`src/rtl/mlp_pkg.sv`:
```
// Shared types and sizes for the MLP result path.
package mlp_pkg;

    localparam int XDepth     = 256;
    localparam int XDataWidth = 8;

    typedef enum logic [1:0] {
        Idle,
        Read,
        Drain
    } reader_state_t;

endpackage

```
`src/rtl/mlp_skid_buf.sv`:
```
// Two-entry FIFO holding x memory read data until the host accepts it.
module mlp_skid_buf #(
    parameter int Width = 8
) (
    input  logic             clk_i,
    input  logic             rst_ni,
    input  logic             push_i,
    input  logic             pop_i,
    input  logic [Width-1:0] data_i,
    output logic [Width-1:0] data_o,
    output logic [1:0]       count_o
);

    logic [Width-1:0] mem_q [2];
    logic             wr_ptr_q;
    logic             rd_ptr_q;
    logic [1:0]       count_q;

    always_ff @(posedge clk_i) begin
        if (push_i) begin
            mem_q[wr_ptr_q] <= data_i;
        end
    end

    always_ff @(posedge clk_i) begin
        if (!rst_ni) begin
            wr_ptr_q <= 1'b0;
            rd_ptr_q <= 1'b0;
            count_q  <= 2'd0;
        end else begin
            if (push_i) begin
                wr_ptr_q <= ~wr_ptr_q;
            end
            if (pop_i) begin
                rd_ptr_q <= ~rd_ptr_q;
            end
            // Simultaneous push and pop leaves occupancy unchanged.
            case ({push_i, pop_i})
                2'b10:   count_q <= count_q + 2'd1;
                2'b01:   count_q <= count_q - 2'd1;
                default: count_q <= count_q;
            endcase
        end
    end

    assign data_o  = mem_q[rd_ptr_q];
    assign count_o = count_q;

endmodule

```
`src/rtl/mlp_result_reader.sv`:
```
// Streams the final x memory activation vector to the host over valid/ready.
// Optional MLP_READER_OVERRUN_EN adds a sticky overrun_o flag.
module mlp_result_reader
    import mlp_pkg::*;
#(
    parameter  int DataWidth = XDataWidth,
    parameter  int Depth     = XDepth,
    localparam int AW        = $clog2(Depth)
) (
    input  logic                 clk_i,
    input  logic                 rst_ni,
    input  logic                 result_valid_i,
    output logic                 busy_o,
    output logic                 done_o,
    output logic                 x_ren_o,
    output logic [AW-1:0]        x_addr_o,
    input  logic [DataWidth-1:0] x_rdata_i,
    output logic                 out_valid_o,
    input  logic                 out_ready_i,
    output logic [DataWidth-1:0] out_data_o,
    output logic                 out_last_o
`ifdef MLP_READER_OVERRUN_EN
    ,
    output logic                 overrun_o
`endif
);

    reader_state_t        state_q, state_d;
    logic [AW-1:0]        addr_q;
    logic                 inflight_q;
    logic                 inflight_last_q;
    logic                 done_q;
    logic [1:0]           buf_count;
    logic [DataWidth:0]   buf_head;
    logic                 room;
    logic                 issue;
    logic                 last_issue;
    logic                 handshake;
    logic                 buf_push;
    logic                 buf_pop;
    logic                 head_last;
    logic [DataWidth-1:0] head_data;

    // Buffered entries plus the read in flight may never exceed two.
    assign room       = (buf_count == 2'd0) || ((buf_count == 2'd1) && !inflight_q);
    assign issue      = (state_q == Read) && room;
    assign last_issue = issue && (addr_q == AW'(Depth - 1));

    // An empty buffer lets the arriving read word straight through to the host.
    always_comb begin
        head_data = '0;
        head_last = 1'b0;
        if (buf_count != 2'd0) begin
            {head_last, head_data} = buf_head;
        end else if (inflight_q) begin
            head_data = x_rdata_i;
            head_last = inflight_last_q;
        end
    end

    assign out_valid_o = (buf_count != 2'd0) || inflight_q;
    assign handshake   = out_valid_o && out_ready_i;
    assign buf_pop     = handshake && (buf_count != 2'd0);
    assign buf_push    = inflight_q && !(handshake && (buf_count == 2'd0));

    mlp_skid_buf #(
        .Width (DataWidth + 1)
    ) u_skid_buf (
        .clk_i   (clk_i),
        .rst_ni  (rst_ni),
        .push_i  (buf_push),
        .pop_i   (buf_pop),
        .data_i  ({inflight_last_q, x_rdata_i}),
        .data_o  (buf_head),
        .count_o (buf_count)
    );

    always_comb begin
        state_d = state_q;
        unique case (state_q)
            Idle:    if (result_valid_i)         state_d = Read;
            Read:    if (last_issue)             state_d = Drain;
            Drain:   if (handshake && head_last) state_d = Idle;
            default: state_d = Idle;
        endcase
    end

    always_ff @(posedge clk_i) begin
        if (!rst_ni) begin
            state_q         <= Idle;
            addr_q          <= '0;
            inflight_q      <= 1'b0;
            inflight_last_q <= 1'b0;
            done_q          <= 1'b0;
        end else begin
            state_q         <= state_d;
            inflight_q      <= issue;
            inflight_last_q <= last_issue;
            done_q          <= (state_q == Drain) && handshake && head_last;
            // The final read returns the counter to zero instead of wrapping past Depth.
            if (state_q == Idle) begin
                addr_q <= '0;
            end else if (issue) begin
                addr_q <= last_issue ? '0 : addr_q + AW'(1);
            end
        end
    end

`ifdef MLP_READER_OVERRUN_EN
    logic overrun_q;

    always_ff @(posedge clk_i) begin
        if (!rst_ni) begin
            overrun_q <= 1'b0;
        end else if (result_valid_i && busy_o) begin
            overrun_q <= 1'b1;
        end
    end

    assign overrun_o = overrun_q;
`endif

    assign busy_o     = (state_q != Idle);
    assign done_o     = done_q;
    assign x_ren_o    = issue;
    assign x_addr_o   = addr_q;
    assign out_data_o = head_data;
    assign out_last_o = head_last;

endmodule
```
`config.mk`:
```
export PLATFORM = sky130hd
export DESIGN_NAME = mlp_result_reader
export DESIGN_NICKNAME = d
export VERILOG_FILES = /design/src/rtl/mlp_pkg.sv /design/src/rtl/mlp_skid_buf.sv /design/src/rtl/mlp_result_reader.sv
export SDC_FILE = /design/constraint.sdc
export NUM_CORES = 1
export LEC_CHECK = 0
export BUFFER_PORTS_ARGS = -buffer_cell sky130_fd_sc_hd__buf_2
export CAP_MARGIN = 20
export CORE_ASPECT_RATIO = 1.1
export CORE_UTILIZATION = 50
export CTS_CLUSTER_SIZE = 24
export DETAILED_ROUTE_END_ITERATION = 10
export PLACE_DENSITY = 0.71
export SETUP_SLACK_MARGIN = 0.05
export SYNTH_ARGS = -nofsm -noshare
export SYNTH_HDL_FRONTEND = slang
export SYNTH_SLANG_ARGS = --single-unit
```
`constraint.sdc`:
```
create_clock -name clk_i -period 3.7 [get_ports clk_i]
set_input_delay 0.555 -clock clk_i [delete_from_list [all_inputs] [get_ports clk_i]]
set_output_delay 0.555 -clock clk_i [all_outputs]
set_load 0.01 [all_outputs]
```
==> results.json <==
{
  "status": "completed",
  "post_cts_buffers": 0,
  "setup_tns_ns": 0,
  "setup-violations-final": 0,
  "areaGrowthSynthToFinish_pct": 14.3,
  "avgSynthCellArea_um2": 11.6,
  "firstDrtPassIters": 4,
  "io_pins": 33,
  "core_um2": 3050,
  "design_area_um2": 1820,
  "grt_max_degree": 24,
  "grt-ovfl-total": 0,
  "required_ns": 3.14,
  "finalHoldViolations": 0,
  "port_buffers": 32,
  "drt_iter0_drc": 28,
  "max_slew_margin_pct": 46.8,
  "multiInputGateArea_um2": 651,
  "routed_wirelength_um": 2830,
  "period_share_pct": 72.5,
  "cp_max_fo": 23,
  "grt_pass1_vias": 1007,
  "path_buf_inv": 2,
  "maxCapViolCount": 0,
  "arrival_ns": 2.13,
  "die_area_um2": 3410,
  "ys_seq_elements": 36,
  "cts_tree": "built",
  "regArea_um2": 901,
  "die_w_um": 55.8,
  "drive_gt1_share_pct": 26.6,
  "placed_cell_area_um2": 1770,
  "slowest_stage": "ha_1",
  "yosysSeqAreaShare_pct": 56.6,
  "ys_types": 37,
  "clkTransAtPathRegs_ns": 0.11,
  "p_leak_uw": 0.000728,
  "post_cts_resized": 0,
  "crit_path_max_incr_delay_ns": 0.67,
  "gp_congestion": 0.724,
  "path_delay_family": "adder cells",
  "fill_cells": 278,
  "clkPwrFrac_pct": 20.5,
  "fin_skew_ns": 0.00657,
  "p_comb_share_pct": 30.3,
  "grt_usage_pct": 17.8,
  "drt-wirelength-per-cell_um": 13.7,
  "clk_path_buf_depth": 2,
  "ys.warnings.count": 0,
  "fp-row-count": 21,
  "numCtsBuffers": 5,
  "grt_first_pass_wirelength_um": 4410,
  "htree_levels": 2,
  "post-route-drc-count": 0,
  "netlist_instances": 137,
  "hold-worst-slack_ns": 0.404,
  "finalNetCount": 188,
  "intPower_uw": 649,
  "seqPwrFrac_pct": 49.2,
  "fmax_mhz": 373,
  "hold_buffers": 0,
  "antenna_found_initial": 0,
  "ir_worst_vdd_mv": 0.346,
  "vias_per_cell": 5.39,
  "grt_setup_unrepaired": "false",
  "cts_root_buf": "clkbuf_4",
  "period_minus_slack_ns": 2.68,
  "finalNonFillerCells": 207,
  "insertion_delay_ns": 0.35,
  "hp-class": "primary input to flip-flop",
  "cts_sinks": 36,
  "slew_violations": 0,
  "syn_area_um2": 1590,
  "netSwitchingFraction_pct": 32.9,
  "routed-via-count": 1116,
  "synth_nets": 153,
  "worst_setup_path_start_kind": "flip-flop",
  "start_util_pct": 52.2,
  "critPathCaptureType": "output pin",
  "worst_slew_pin_slew_ns": 0.795,
  "antenna_cells": 0,
  "path_cells": "inv_1, ha_1, and2_1, nand2_1, o21ai_0, buf_2",
  "die_h_um": 61.2,
  "crit_type": "flip-flop to output pin",
  "dp_hpwl_um": 1980,
  "place_inst": 199,
  "ant_nets": 0,
  "p_sw_uw": 318,
  "powerDensity_nw_per_um2": 532
}
-- final timing paths --
path	startpoint	to	slack, ns	cells after the start
worst max-delay path	u_skid_buf.count_o[0]	out_data_o[4]	1.02	6
worst min-delay path	x_rdata_i[0]	u_skid_buf.mem_q[0][0]	0.40	1
worst max register to register	u_skid_buf.count_o[0]	u_skid_buf.mem_q[0][7]	1.50	5
worst min register to register	inflight_last_q	u_skid_buf.mem_q[1][8]	0.48	0
-- through the flow --
step	util [%]	power (uW)	setup WS, ns
6_report	59.7	968	1.02
5_1_grt	59.7	1030	0.801
4_1_cts	59.7	975	0.980
3_5_place_dp	58.0	778	1.39
3_3_place_gp	58.0	772	1.47
2_1_floorplan	-	700	1.87
-- layer usage --
| metal | wire, um | vias up | global-route usage, % | part of all wire (%) |
|---|---|---|---|---|
| li1 | - | 562 | - | - |
| met2 | 1390 | 24 | 29.8 | 49 |
| met3 | 127 | 7 | 7.14 | 4.5 |
| met4 | 75 | 0 | 10.7 | 2.6 |
| met5 | 0 | - | 0 | 0 |
| met1 | 1240 | 523 | 19.6 | 44 |
-- synth_stat cells, drive strengths merged --
master / instances / area share [%]
dfxtp: 18 / 23
edfxtp: 18 / 34
nor2: 14 / 3.3
nand2: 12 / 2.8
o21ai: 12 / 4.7
mux2i: 9 / 5.7
xor2: 7 / 3.9
and2: 5 / 2.0
ha: 4 / 3.1
inv: 4 / 0.94
o211ai: 4 / 2.2
buf: 3 / 1.3
xnor2: 3 / 1.7
and3: 2 / 0.79
nand3: 2 / 0.63
nor2b: 2 / 0.94
o2111ai: 2 / 1.1
o21a: 2 / 0.94
a21bo: 1 / 0.63
and3b: 1 / 0.55
and4: 1 / 0.55
and4b: 1 / 0.63
clkbuf: 1 / 0.24
mux2: 1 / 0.94
nand2b: 1 / 0.39
nor3: 1 / 0.31
nor3b: 1 / 0.79
nor4: 1 / 0.39
nor4b: 1 / 0.55
o211a: 1 / 0.63
o22ai: 1 / 0.39
or2: 1 / 0.39
-- layout by cell type, fill, tap and decap left out, drive strengths merged, types with 2 or more instances in the layout --
cell type,count
nand2,12
o211ai,4
nand3,2
xnor2,3
edfxtp,18
o2111ai,2
nor2,14
clkbuf,7
ha,4
and2,5
and3,2
o21ai,12
o21a,2
buf,32
inv,4
nor2b,2
dfxtp,18
mux2i,9
xor2,7
-- worst register-to-register path: stages (launching register included) --
cell and delay, ns:
dfxtp_1 0.38, inv_1 0.07, ha_1 0.47, nand2_1 0.18
nand2_1 0.11, nor2_1 0.63
-- state kept, by name, indices dropped and copies added (netlist names), named ones only --
signal               cells
u_skid_buf.mem_q        18
x_addr_o                 8
state_q                  2
u_skid_buf.count_o       2
done_o                   1
inflight_last_q          1
inflight_q               1
u_skid_buf.rd_ptr_q      1
u_skid_buf.wr_ptr_q      1
-- power groups by stage --
| stage | Combinational, uW | Clock (uW) | Sequential, uW |
|---|---|---|---|
| detailed placement | 293 | 0 | 485 |
| finish | 293 | 199 | 476 |
| global route | 328 | 219 | 479 |
| floorplan | 231 | 0 | 469 |
| CTS | 297 | 202 | 476 |
| global placement | 288 | 0 | 484 |
-- final cells by class --
type                            instances  area share (%)
Sequential cell                        36            49.5
Inverter                                4           0.825
Multi-Input combinational cell         93            35.8
Timing Repair Buffer                   32            8.80
Tap cell                               34            2.34
Clock inverter                          1           0.275
Clock buffer                            7            2.48
-- cells by family (layout without fill, tap and decap cells) --
group | count (synthesis) | after routing | share of synthesized area, %
simple gates | 46 | 46 | 15.0
flops | 36 | 36 | 56.6
compound gates | 23 | 23 | 10.6
xor+xnor | 10 | 10 | 5.50
mux | 10 | 10 | 6.60
buf+inv | 8 | 44 | 2.52
fa+ha+maj | 4 | 4 | 3.14
Power figures use the tool's default switching activity.
